$ cat config.mk
export PLATFORM = sky130hd
export DESIGN_NAME = seq_shift_right
export DESIGN_NICKNAME = d
export VERILOG_FILES = /design/src/rtl/seq_shift_right.sv
export SDC_FILE = /design/constraint.sdc
export NUM_CORES = 1
export LEC_CHECK = 0
export ABC_AREA = 1
export CELL_PAD_IN_SITES_DETAIL_PLACEMENT = 1
export CELL_PAD_IN_SITES_GLOBAL_PLACEMENT = 1
export CORE_ASPECT_RATIO = 0.5
export CORE_MARGIN = 2
export CORE_UTILIZATION = 33
export CTS_BUF_LIST = sky130_fd_sc_hd__clkbuf_8
export DETAILED_ROUTE_END_ITERATION = 8
export MAX_ROUTING_LAYER = met4
export PLACE_DENSITY = 0.86
export REMOVE_ABC_BUFFERS = 1
export SETUP_SLACK_MARGIN = 0.4
export SKIP_CTS_REPAIR_TIMING = 1
export SLEW_MARGIN = 30
export SYNTH_ARGS = -nofsm -noshare
export SYNTH_HDL_FRONTEND = slang
export SYNTH_SLANG_ARGS = --single-unit
$ cat constraint.sdc
create_clock -name clk -period 2.1 [get_ports clk]
set_input_delay 0.525 -clock clk [delete_from_list [all_inputs] [get_ports clk]]
set_output_delay 0.525 -clock clk [all_outputs]
set_load 0.05 [all_outputs]
$ cat src/rtl/seq_shift_right.sv
// ---------------------------------------------------------------------------
// seq_shift_right
//   Multi-cycle right shifter that recovers word offsets from 18-bit byte
//   offsets. It shifts one bit per clock. A sticky flag records whether any
//   nonzero bit was shifted out, which means the offset was not word-aligned.
//   The block is driven by a start/done handshake from the multi-cycle
//   datapath.
//
//   Optional feature macro: ARITH_SHIFT_EN
//     When defined, the arith port is present. It is latched with start;
//     arith=1 selects sign-fill using the latched A[WIDTH-1].
//     When undefined, the shift is always logical (fill 0).
//
// Ports
//   clk     in   1        rising-edge clock
//   reset   in   1        synchronous, active-high; overrides everything
//   start   in   1        request; sampled only while busy==0
//   A       in   WIDTH    operand, latched on an accepted start
//   shamt   in   SHAMT_W  shift amount, latched on an accepted start
//   arith   in   1        (ARITH_SHIFT_EN only) 1 = sign-fill shift
//   S       out  WIDTH    result; held from done until the next accepted start
//   sticky  out  1        OR of all bits shifted out; held with S
//   busy    out  1        high throughout SHIFT only
//   done    out  1        one-cycle pulse when S/sticky become valid
//
// State | meaning
//   IDLE  | waiting for start; S/sticky hold the last result
//   SHIFT | shifting one bit per cycle until cnt reaches zero
//   DONE  | result valid (done=1); start here is accepted back-to-back
// ---------------------------------------------------------------------------
module seq_shift_right #(
    parameter int WIDTH   = 18,
    parameter int SHAMT_W = 5
) (
    input  logic               clk,
    input  logic               reset,
    input  logic               start,
    input  logic [WIDTH-1:0]   A,
    input  logic [SHAMT_W-1:0] shamt,
`ifdef ARITH_SHIFT_EN
    input  logic               arith,
`endif
    output logic [WIDTH-1:0]   S,
    output logic               sticky,
    output logic               busy,
    output logic               done
);

    localparam int CNT_W = $clog2(WIDTH + 1);

    typedef enum logic [1:0] {
        IDLE  = 2'd0,
        SHIFT = 2'd1,
        DONE  = 2'd2
    } state_t;

    state_t             state, state_n;
    logic [WIDTH-1:0]   s_q, s_n;
    logic               sticky_q, sticky_n;
    logic [CNT_W-1:0]   cnt_q, cnt_n;
    logic               fill_q, fill_n;
    logic [CNT_W-1:0]   cnt_load;
    logic               fill_load;

    // Amounts of WIDTH or more would shift everything out, so they saturate
    // at WIDTH. This keeps the worst-case latency at WIDTH+1.
    always_comb begin
        if (int'(shamt) >= WIDTH)
            cnt_load = CNT_W'(WIDTH);
        else
            cnt_load = CNT_W'(shamt);
    end

`ifdef ARITH_SHIFT_EN
    assign fill_load = arith & A[WIDTH-1];
`else
    assign fill_load = 1'b0;
`endif

    always_ff @(posedge clk) begin
        if (reset) begin
            state    <= IDLE;
            s_q      <= '0;
            sticky_q <= 1'b0;
            cnt_q    <= '0;
            fill_q   <= 1'b0;
        end else begin
            state    <= state_n;
            s_q      <= s_n;
            sticky_q <= sticky_n;
            cnt_q    <= cnt_n;
            fill_q   <= fill_n;
        end
    end

    always_comb begin
        state_n  = state;
        s_n      = s_q;
        sticky_n = sticky_q;
        cnt_n    = cnt_q;
        fill_n   = fill_q;
        case (state)
            IDLE, DONE: begin
                if (start) begin
                    s_n      = A;
                    sticky_n = 1'b0;
                    cnt_n    = cnt_load;
                    fill_n   = fill_load;
                    state_n  = (cnt_load == '0) ? DONE : SHIFT;
                end else begin
                    state_n  = IDLE;
                end
            end
            SHIFT: begin
                s_n      = {fill_q, s_q[WIDTH-1:1]};
                sticky_n = sticky_q | s_q[0];
                cnt_n    = cnt_q - CNT_W'(1);
                // cnt is never zero in SHIFT; the last shift happens at cnt==1.
                if (cnt_q == CNT_W'(1))
                    state_n = DONE;
            end
            default: state_n = IDLE;
        endcase
    end

    assign S      = s_q;
    assign sticky = sticky_q;
    assign busy   = (state == SHIFT);
    assign done   = (state == DONE);

endmodule
==> results.py, run 1 <==
metrics = {
    "sta": {
        "timing.final.ws_setup_ps": 484,
        "finalCriticalPeriod_ps": 1620,
        "fin_tns_setup_ps": 0,
        "fmax_mhz": 619,
        "maxSlewViolCount": 0,
        "relSlewSlack_pct": 65.2,
        "tightest_slew_ps": 521,
        "rsz0062_at_grt": "false",
        "setup_viol": 0,
        "period_share_pct": 77.0,
        "hold_viol_final": 0,
        "fin_skew_ps": 3.25,
    },
    "global_route": {
        "grt_max_degree": 24,
        "first_global_vias": 1242,
        "antenna_found_initial": 0,
        "globalRouteOverflowTotal": 0,
        "grt.total_usage_pct": 18.2,
        "grt_pass1_wl_mm": 5.83,
    },
    "worst_setup_path": {
        "worst_setup_path_start_kind": "flop",
        "end_kind": "primary output",
        "worstPathArrival_ps": 1090,
        "crit_family": "buffers and inverters",
        "worstPathRequired_ps": 1570,
        "cp_slowest_cell": "dlymetal6s2s_1",
        "worstPathCellList": "dlymetal6s2s_1",
        "crit_start": "S[10]",
        "critPathMaxStageDelay_ps": 450,
        "path_buf_inv": 1,
        "crit_type": "flop to primary output",
        "reg2reg_from": "state[0]",
        "path_max_fanout": 3,
    },
    "drt": {
        "wl_met2_mm": 1.96,
        "met3_length_um": 103,
        "wl_per_cell_um": 14.0,
        "viasPerCell": 4.73,
        "drc_errors": 0,
        "drtAntennaViolNets": 0,
        "drt-total-wl_mm": 3.77,
        "firstDrtPassIters": 4,
        "wl_met1_mm": 1.70,
        "highest_layer": "met4",
        "vias": 1278,
        "drtIter0Drc": 55,
    },
    "logic_synthesis": {
        "yosysMostFrequentCell": "nand2_1",
        "ys.flop_type": "dfxtp_1",
        "synth_async_sr_flop_share_pct": 0,
        "synthTopCellsByCount": "nand2_1, dfxtp_1, a31oi_1",
        "synthesis.area_sq_mm": 0.00123,
        "synthCells": 175,
        "synth_top_area_share_pct": 42.4,
        "yosysWarnings": 0,
        "synth_top_area_cell": "dfxtp_1",
        "ys_seq_area_share_pct": 42.4,
        "ys_ff_latch": 26,
        "synth_edf_count": 0,
        "yosysUniqueCellTypes": 20,
        "synth.avg_cell_area_sq_um": 7.02,
        "synth.area.top_cells": "dfxtp_1, nand2_1, a31oi_1",
    },
    "worst_hold_path": {
        "min_path_type": "flop to flop",
        "hp-start": "sticky",
    },
    "layout": {
        "area_growth_pct": 48.6,
        "antennaDiodeCount": 0,
        "multiInputGateArea_sq_um": 581,
        "fin_nets": 249,
        "postLayoutCellArea_sq_mm": 0.00183,
        "finalNonFillerCells": 270,
        "drive_gt1_share_pct": 7.31,
        "n_fill_cell": 445,
        "seqCellArea_sq_um": 520,
    },
    "place": {
        "dp_hpwl_mm": 2.90,
        "gp_congestion": 0.767,
        "post_dp_cell_area_sq_mm": 0.00174,
        "dp.cells": 267,
        "pre_cts_ws_ps": 301,
        "numPortBuffers": 46,
    },
    "die": {
        "floorplan.initialDensity_pct": 35.2,
        "die-area_sq_mm": 0.00426,
        "placement_rows": 15,
        "core-area_sq_mm": 0.00349,
        "die_x_um": 90.3,
        "ios": 47,
        "fp.dieH_um": 47.1,
    },
    "outcome": {
        "outcome": "finished clean",
    },
    "cts": {
        "path_clk_slew_ps": 90,
        "tritoncts": "done",
        "clock_latency_ps": 270,
        "cts_root_buf": "clkbuf_8",
        "clk_path_buf_depth": 2,
        "clkSinkCount": 26,
        "htreeDepth": 1,
        "cts_buffers": 3,
    },
    "pwr": {
        "power_uw": 1280,
        "powerDensity_mw_per_mm2": 703,
        "peakVddDrop_mv": 0.257,
        "power.leakage_uw": 0.00100,
    },
    "run": {
        "drv_cap": 0,
    },
}
[state kept, by name, indices dropped and copies added (netlist names)]
name	count
S	18
cnt_q	5
state	2
sticky	1
[metrics by stage]
step	hold slack (ps)	utilization (%)
floorplan	465	-
finish	500	52.3
global placement	477	49.7
detailed placement	479	49.7
CTS	495	50.9
global route	517	52.3
[cell usage in the layout, fill, tap and decap left out]
cell type	netlist	layout
buf_12	0	2
clkinv_2	1	1
clkdlybuf4s50_1	0	25
dlymetal6s2s_1	0	19
xor2_1	1	1
dfxtp_1	26	26
nand2_2	1	1
a31oi_1	17	17
nand3_1	9	9
clkbuf_8	0	3
buf_4	0	4
inv_2	3	3
inv_1	12	12
o21ai_0	4	4
or2_0	1	1
nand2_1	72	72
a21oi_1	8	8
ha_1	2	2
nand4_1	1	1
nand2_4	2	2
o21ai_1	1	1
nor2_1	5	5
[where the power goes]
part | internal [uW] | total (uW) | switching, uW
combinational | 162 | 425 | 263
clock | 129 | 289 | 160
sequential | 536 | 570 | 34.3
[cell families (layout without fill, tap and decap cells)]
group | after synthesis | after routing | share of synthesized area (%)
buf+inv | 25 | 69 | 10.4
compound gates | 30 | 30 | 14.0
xor+xnor | 1 | 1 | 0.713
flops | 26 | 26 | 42.4
simple gates | 91 | 91 | 30.6
fa+ha+maj | 2 | 2 | 2.04
[worst paths after layout]
check	to	slack, ps	cells after the start
max	S[10]	480	1
min	sticky	500	2
max reg2reg	state[1]	740	6
min reg2reg	sticky	500	2
[per-layer routing]
| layer | GRT usage [%] | vias to the layer above |
|---|---|---|
| li1 | - | 654 |
| met1 | 20.9 | 604 |
| met2 | 35.8 | 18 |
| met3 | 3.37 | 2 |
| met4 | 1.85 | 0 |
| met5 | - | - |
[final cells by class]
cell class,instances,area share [%]
multi-input combinational,124,31.8
timing repair buffer,50,30.6
inverter,16,3.36
tap,51,3.50
sequential,26,28.5
clock buffer,3,2.26
Power figures use the tool's default switching activity.
==> run 2: changes to the inputs <==
- CORE_UTILIZATION: 33 -> 28
- PLACE_DENSITY: 0.86 -> 0.78
- clock period: 2.1 -> 1.4 ns (I/O delays scaled with it)
==> results.py, run 2 (synthesized netlist as in run 1, its figures left out) <==
metrics = {
    "worst_setup_path": {
        "worst_setup_path_start_kind": "flop",
        "endpoint": "busy",
        "crit_type": "flop to primary output",
        "reg2reg_slack_ps": 150,
        "critical_path_depth": 4,
        "cp_slowest_cell": "dfxtp_1",
        "critPathMaxStageDelay_ps": 320,
        "end_kind": "primary output",
        "crit_family": "flip-flops",
        "reg2regPathDepth": 9,
        "worstPathArrival_ps": 990,
        "worstPathRequired_ps": 1050,
        "reg2reg_from": "state[1]",
        "crit_start": "state[1]",
        "worstPathCellList": "inv_2 > nand2_4 > inv_8 > buf_12",
        "path_max_fanout": 7,
        "path_buf_inv": 3,
        "r2r-end": "cnt_q[2]",
    },
    "cts": {
        "clock_latency_ps": 280,
        "path_clk_slew_ps": 90,
        "tritoncts": "done",
        "htreeDepth": 1,
        "cts_root_buf": "clkbuf_8",
        "clk_path_buf_depth": 2,
        "clkSinkCount": 26,
        "cts_buffers": 3,
    },
    "place": {
        "gp_congestion": 0.916,
        "pre_cts_ws_ps": -226,
        "dp_hpwl_mm": 2.99,
        "post_dp_cell_area_sq_mm": 0.00198,
        "numPortBuffers": 46,
    },
    "sta": {
        "relSlewSlack_pct": 75.8,
        "fin_tns_setup_ps": 0,
        "setup_viol": 0,
        "hold_viol_final": 0,
        "rsz0062_at_grt": "true",
        "finalCriticalPeriod_ps": 1340,
        "fmax_mhz": 745,
        "fin_skew_ps": 3.49,
        "tightest_slew_ps": 363,
        "maxSlewViolCount": 0,
        "timing.final.ws_setup_ps": 57.9,
        "fin_hold_ws_ps": 422,
        "period_share_pct": 95.9,
    },
    "global_route": {
        "grt.total_usage_pct": 16.4,
        "antenna_found_initial": 0,
        "grt_pass1_wl_mm": 6.29,
        "globalRouteOverflowTotal": 0,
        "first_global_vias": 1359,
        "grt_max_degree": 21,
    },
    "drt": {
        "drt-total-wl_mm": 5.00,
        "vias": 1418,
        "firstDrtPassIters": 4,
        "drc_errors": 0,
        "viasPerCell": 4.89,
        "drtAntennaViolNets": 0,
        "drtIter0Drc": 51,
        "wl_per_cell_um": 17.2,
    },
    "pwr": {
        "powerDensity_mw_per_mm2": 977,
        "combPwrFrac_pct": 39.9,
        "peakVddDrop_mv": 0.393,
        "switching_share_pct": 35.7,
        "power.leakage_uw": 0.000960,
        "power_switching_uw": 821,
        "p_int_uw": 1480,
        "clockPowerShare_pct": 21.9,
        "p_seq_share_pct": 38.2,
    },
    "layout": {
        "largest_register_ffs": 18,
        "final_common_cell": "nand2_1",
        "n_fill_cell": 475,
        "fin_nets": 265,
        "area_growth_pct": 92.0,
        "antennaDiodeCount": 0,
        "fin_util_pct": 58.0,
        "postLayoutCellArea_sq_mm": 0.00236,
        "final_cell_mix": "nand2_1, buf_12, dfxtp_4, clkdlybuf4s50_1, a31oi_1",
        "drive_gt1_share_pct": 39.4,
    },
    "outcome": {
        "outcome": "finished clean",
    },
    "die": {
        "placement_rows": 16,
        "fp.dieH_um": 50.8,
        "core-area_sq_mm": 0.00406,
        "die_x_um": 97.7,
        "die-area_sq_mm": 0.00497,
        "ios": 47,
        "floorplan.initialDensity_pct": 30.2,
    },
    "worst_hold_path": {
        "min_path_type": "input pin to flop",
    },
    "run": {
        "drv_cap": 0,
    },
}
[run 2: changes by cell type in the layout (fill, tap and decap cells not counted), moves of 5 or more]
cell             previous run  this run
dlymetal6s2s_1             19         5
dfxtp_4                     0        20
buf_4                       4        15
clkdlybuf4s50_1            25        20
buf_12                      2        22
dfxtp_1                    26         4
[run 2: metal layers]
metal,routed length (um),global-route usage [%],vias up
met5,0,-,-
met4,36,2.78,0
met3,203,3.83,6
met2,2740,31.1,38
met1,2010,18.2,692
li1,-,-,682
[run 2: power groups by stage]
stage	logic [uW]	clock network [uW]	registers, uW
after floorplan	232	0	1000
after global placement	724	0	892
after detailed placement	749	0	894
after CTS	754	515	878
after global routing	977	557	890
final	919	503	881
[run 2: cell type report]
type / count / area, sq um / area share [%]
clock buffers: 4 / 55.1 / 2.33
inverters: 16 / 87.6 / 3.71
multi-input cells: 124 / 672 / 28.5
flip-flops and latches: 26 / 598 / 25.4
well taps: 54 / 67.6 / 2.86
repair buffers: 65 / 867 / 36.8
repair inverters: 1 / 11.3 / 0.477
[run 2: worst min-delay path by stage]
stage | start | end | slack (ps) | cells past startpoint
floorplan | reset | S[17] | 420 | 1
global placement | cnt_q[3] | cnt_q[3] | 480 | 2
detailed placement | cnt_q[3] | cnt_q[3] | 500 | 2
CTS | cnt_q[3] | cnt_q[3] | 520 | 2
global route | shamt[1] | state[1] | 440 | 4
finish | shamt[1] | state[1] | 420 | 4
[run 2: worst reg2reg max path, delay by kind of cell, from the launching register on]
family        cells  cell delay [ps]
simple gates      5              450
buf+inv           4              380
flops             1              320
[run 2: metrics by stage]
step,instances,power (uW)
floorplan,166,1230
global placement,275,1620
detailed placement,275,1640
CTS,279,2150
global route,290,2420
finish,290,2300
